[src/rtl/rooth_pipe_stage.sv]
// Pipeline boundary register with a valid/ready handshake and an optional 2-entry skid buffer.
// With SKID_EN=1 the upstream ready is a flop, so the stage breaks the ready path from downstream.
// Flush drops everything in flight. A saturating counter tracks cycles of downstream back-pressure.
module rooth_pipe_stage #(
   parameter int PAYLOAD_W = 64,
   parameter int SKID_EN   = 1,
   parameter int CNT_W     = 16
) (
   input  logic                 clk,
   input  logic                 rst_n,
   input  logic                 flush_i,
   input  logic                 up_valid_i,
   output logic                 up_ready_o,
   input  logic [PAYLOAD_W-1:0] up_data_i,
   output logic                 dn_valid_o,
   input  logic                 dn_ready_i,
   output logic [PAYLOAD_W-1:0] dn_data_o,
   output logic [CNT_W-1:0]     stall_cnt_o
);

   // Bit 0 = main entry valid, bit 1 = skid entry valid, so both flags come straight from flops.
   typedef enum logic [1:0] {
      ST_EMPTY = 2'b00,
      ST_FULL  = 2'b01,
      ST_SKID  = 2'b11
   } state_t;

   state_t                 r_state;
   state_t                 w_state_nxt;
   logic                   w_load_main;
   logic                   w_load_skid;
   logic                   w_skid_to_main;
   logic [PAYLOAD_W-1:0]   r_main_data;
   logic [PAYLOAD_W-1:0]   r_skid_data;
   logic [CNT_W-1:0]       r_stall_cnt;

   // Upstream ready: registered skid flag when buffered, otherwise room-or-draining.
   always_comb begin
      if (SKID_EN != 0) begin
         up_ready_o = ~r_state[1];
      end else begin
         up_ready_o = ~r_state[0] | dn_ready_i;
      end
   end

   assign dn_valid_o  = r_state[0];
   assign dn_data_o   = r_main_data;
   assign stall_cnt_o = r_stall_cnt;

   // Next-state and datapath load selects; flush overrides every other event.
   always_comb begin
      // NOTE: every output of this block gets a default first, so no path can infer a latch.
      w_state_nxt    = r_state;
      w_load_main    = 1'b0;
      w_load_skid    = 1'b0;
      w_skid_to_main = 1'b0;
      if (flush_i) begin
         w_state_nxt = ST_EMPTY;
      end else begin
         unique case (r_state)
            ST_EMPTY: begin
               if (up_valid_i) begin
                  w_load_main = 1'b1;
                  w_state_nxt = ST_FULL;
               end
            end
            ST_FULL: begin
               if (dn_ready_i && up_valid_i) begin
                  w_load_main = 1'b1;
               end else if (dn_ready_i) begin
                  w_state_nxt = ST_EMPTY;
               end else if (up_valid_i && (SKID_EN != 0)) begin
                  w_load_skid = 1'b1;
                  w_state_nxt = ST_SKID;
               end
            end
            ST_SKID: begin
               if (dn_ready_i) begin
                  w_skid_to_main = 1'b1;
                  w_state_nxt    = ST_FULL;
               end
            end
            default: w_state_nxt = ST_EMPTY;
         endcase
      end
   end

   // State register.
   always_ff @(posedge clk or negedge rst_n) begin
      // NOTE: sequential state uses non-blocking assignments so every flop samples pre-edge values.
      if (!rst_n) begin
         r_state <= ST_EMPTY;
      end else begin
         r_state <= w_state_nxt;
      end
   end

   // Payload registers: zeroed by reset and flush, otherwise hold unless loaded.
   always_ff @(posedge clk or negedge rst_n) begin
      // NOTE: payload registers are reset because a zero output after reset/flush is visible behaviour.
      if (!rst_n) begin
         r_main_data <= '0;
         r_skid_data <= '0;
      end else if (flush_i) begin
         r_main_data <= '0;
         r_skid_data <= '0;
      end else begin
         if (w_load_main) begin
            r_main_data <= up_data_i;
         end else if (w_skid_to_main) begin
            r_main_data <= r_skid_data;
         end
         if (w_load_skid) begin
            r_skid_data <= up_data_i;
         end
      end
   end

   // Saturating back-pressure counter; only reset clears it.
   always_ff @(posedge clk or negedge rst_n) begin
      if (!rst_n) begin
         r_stall_cnt <= '0;
      end else if (r_state[0] && !dn_ready_i && (r_stall_cnt != {CNT_W{1'b1}})) begin
         r_stall_cnt <= r_stall_cnt + CNT_W'(1);
      end
   end

endmodule

[config.mk]
export PLATFORM = sky130hd
export DESIGN_NAME = rooth_pipe_stage
export DESIGN_NICKNAME = d
export VERILOG_FILES = /design/src/rtl/rooth_pipe_stage.sv
export SDC_FILE = /design/constraint.sdc
export NUM_CORES = 1
export LEC_CHECK = 0
export BUFFER_PORTS_ARGS = -buffer_cell sky130_fd_sc_hd__buf_4
export CAP_MARGIN = 20
export CORE_AREA = 5 5 102 152
export DETAILED_ROUTE_END_ITERATION = 10
export DIE_AREA = 0 0 107 157
export GPL_TIMING_DRIVEN = 0
export PLACE_DENSITY = 0.68
export SYNTH_ARGS = -nofsm -noshare
export SYNTH_HDL_FRONTEND = slang
export SYNTH_SLANG_ARGS = --single-unit
export TNS_END_PERCENT = 5
[constraint.sdc]
create_clock -name clk -period 5.2 [get_ports clk]
set_input_delay 0.26 -clock clk [delete_from_list [all_inputs] [get_ports clk]]
set_output_delay 0.26 -clock clk [all_outputs]
set_load 0.05 [all_outputs]
==> impl_results.md <==
- Clock transition at the registers of the reported paths: approximately 0.06 ns
- Seq cells post-synth: between 100 and 150
- Nets: between 900 and 1,000
- Setup WS post-layout: between 3 and 4 ns
- GRT Overall Usage: 0.2403
- Commonest non-fill, non-tap cell in the layout: nand2_1
- Worst-path cell chain: inv_1 > ha_1 > nand2b_1 > nor2_1 > clkbuf_1 > clkbuf_1 > nand2_1 > a21oi_1
- Hold/Removal Path Class: input pin to register
- Die Ht: ~160 microns
- Final hold violation count: 0
- CTS sink cnt: roughly 150
- Port bufs: around 150
- Critical Path RT: between 5 and 6 ns
- Boundary Pins: 151
- Worst hold slack: slightly below 0.09 ns
- Startpoint of the worst register-to-register path: r_state[1]
- Antenna violations before repair: 0
- Skew final: roughly 0.0075 ns
- Worst Max-Slew Pin Slew: between 0.6 and 0.7 ns
- Diodes inserted: 0
- Leak: approximately 3.9 nW
- Max Slew Vio Count: 0
- Crit path max-delay cell type: clkbuf_1
- Final setup viols: 0
- Average size of a mapped cell: ~9 sq um
- Vias in the first global route: ~6,400
- Post-synth cell types: 30
- GRT overflow: 0
- Vias/cell: roughly 5.7
- Outcome: complete, no violations
- DRT Pass-1 Iters: 5
- CP delay by family, top: buffers and inverters
- Max IR drop VDD: roughly 0.00019 V
- Total number of yosys warnings: 0
- Residual DRC: 0
- TritonCTS clock tree: yes
- Fin crit share: 0.4203
- Syn Nets: between 800 and 900
- CORE AREA: between 10,000 and 15,000 sq um
- Fillers: 1,237
- CP dominant cell by count: clkbuf_1
- First-pass GRT wire length: between 30,000 and 40,000 microns
- Final min period: 2.185 ns
- Die ar.: roughly 17,000 sq um
- Inst Count DP: around 1,000
- Pre-CTS WS: ~3.0 ns
- Total Routed Length: roughly 20,000 microns
- Commonest cells after routing, fill and taps aside: 200 x nand2_1, 148 x buf_4, 146 x dfrtp_1, 73 x nor2_1, 68 x nand3_1
- Critical Path Start: r_state[1]
- Crit. End Element: register
- Largest net degree at the start of global routing: 87
- Post-synth EDFFs: 0
- Startpoint types: register
- Drt first-iter violations: about 380
- Non-Filler Instances: ~1,100
- Fin area: ~8600 sq um
- Setup CP Type: register to register
- Post-DP Area: roughly 8000 sq um
- Crit Path Max Fanout: 10
- Dpl hpwl: approximately 14,000 microns
- Root Driver: clkbuf_16
- GP Congestion: just under 0.9
- Rel. slew slack: 0.5961
- Area Growth Syn to Fin: 29.91%
- Rows: 53
- Via count: 6,141
- Max-Cap Viols: 0
- CTS Buf Count: 17
- RSZ-0062 raised after global routing: no
- Register area share after synthesis: 0.5525
- Initial core utilization: 0.4748
- Dominant synthesized flop cell: dfrtp_1
- Cell area after synthesis: ~6600 sq um
- WL per Instance: roughly 18 microns
- Die W: ~110 microns
- Mapped Cells: between 700 and 800
- Worst-Skew Late Latency: 0.42 ns
- CP Buf/Inv Count: 3
- Fraction of layout cells with a size suffix above 1: 0.2192
- Total negative slack: 0 ns
- Final antenna-violating net count: 0
- Crit path DAT: 2.53 ns
- Hold path start: up_data_i[31]
- Max Fclk: 457.6 MHz
- Power Density: slightly above 400 nW/um^2
- Ys async rst share: 1.000
- CP peak stage delay: approximately 0.45 ns
- Max clock buf depth: 2
- PostCTS Resize Cnt: 0
- H-tree depth: 4
final timing paths:
| kind | end | slack, ns | cells after the start |
|---|---|---|---|
| worst min register to register | stall_cnt_o[15] | 0.51 | 1 |
| worst max register to register | r_skid_data[20] | 3.01 | 8 |
| min in group asynchronous | dn_data_o[38] | 0.39 | 2 |
| worst max-delay path | r_skid_data[20] | 3.01 | 8 |
| max in group asynchronous | r_skid_data[51] | 3.99 | 3 |
| worst min-delay path | r_skid_data[31] | 0.09 | 3 |
cell usage after synthesis, types with 2 or more instances:
cell type / instances / area (sq um)
xor2_1: 13 / 113.9
nor4_1: 3 / 18.77
inv_1: 5 / 18.77
nand2b_1: 2 / 12.51
clkbuf_1: 42 / 157.7
nand4_1: 5 / 31.28
buf_1: 6 / 22.52
buf_2: 14 / 70.07
nand3_1: 68 / 340.3
ha_1: 5 / 62.56
nor2_1: 73 / 274.0
xnor2_1: 2 / 17.52
a21oi_1: 67 / 335.3
o21ai_0: 3 / 15.01
and3_1: 2 / 12.51
nand2_1: 200 / 750.7
a311oi_1: 64 / 560.5
dfrtp_1: 146 / 3654
nor3_1: 3 / 15.01
logic make-up after synthesis:
family	count (synthesis)	share of synthesized area
buffers and inverters	67	0.04068
XOR/XNOR	15	0.01987
flip-flops	146	0.5525
AND/OR/NAND/NOR	362	0.2286
adder cells (fa/ha/maj)	5	0.009461
AO/OA/AOI/OAI	137	0.1449
multiplexers	2	0.003973
state kept, by name (all words and copies together) (netlist names):
signal,count
r_skid_data,64
r_state,2
stall_cnt_o,16
dn_data_o,64
routing by layer:
metal | up-vias | GRT usage | part of all wire
met1 | 3012 | 0.2799 | 0.40
li1 | 2877 | - | -
met2 | 208 | 0.4255 | 0.53
met4 | 0 | 0.1042 | 0.024
met5 | - | 0 | 0
met3 | 44 | 0.05170 | 0.052
final cells by class:
type                       count  area, sq um  share of cell area
clock buffer                  20        456.7             0.05316
sequential                   146         3654              0.4253
buffer                        62        250.2             0.02913
timing repair buffer         151         1160              0.1350
tap                          165        206.4             0.02403
multi-input combinational    521         2690              0.3131
clock inverter                12        155.1             0.01806
inverter                       5        18.77            0.002185
tightest hold or removal path: stages:
cell     delay, ns
buf_4         0.11
nand2_1       0.05
a21oi_1       0.05
power breakdown:
group | switching [mW] | total [mW] | leakage, nW | internal, mW
logic | 0.643 | 0.923 | 1.62 | 0.280
registers | 0.0954 | 1.35 | 1.97 | 1.25
clock network | 0.496 | 1.28 | 0.297 | 0.782
total | 1.23 | 3.55 | 3.89 | 2.31
through the flow:
step / power, mW / util
floorplan: 1.944 / -
global placement: 2.263 / 0.5700
detailed placement: 2.291 / 0.5722
CTS: 3.565 / 0.6169
global route: 3.691 / 0.6169
finish: 3.547 / 0.6169
repair_timing:
| action | 4_1_cts | 5_1_grt |
|---|---|---|
| endpoints found under the hold margin | 60 | 0 |
| hold buffers | 1 | 0 |
| buffers inserted | 0 | 0 |
(Power assumes the default switching activity.)
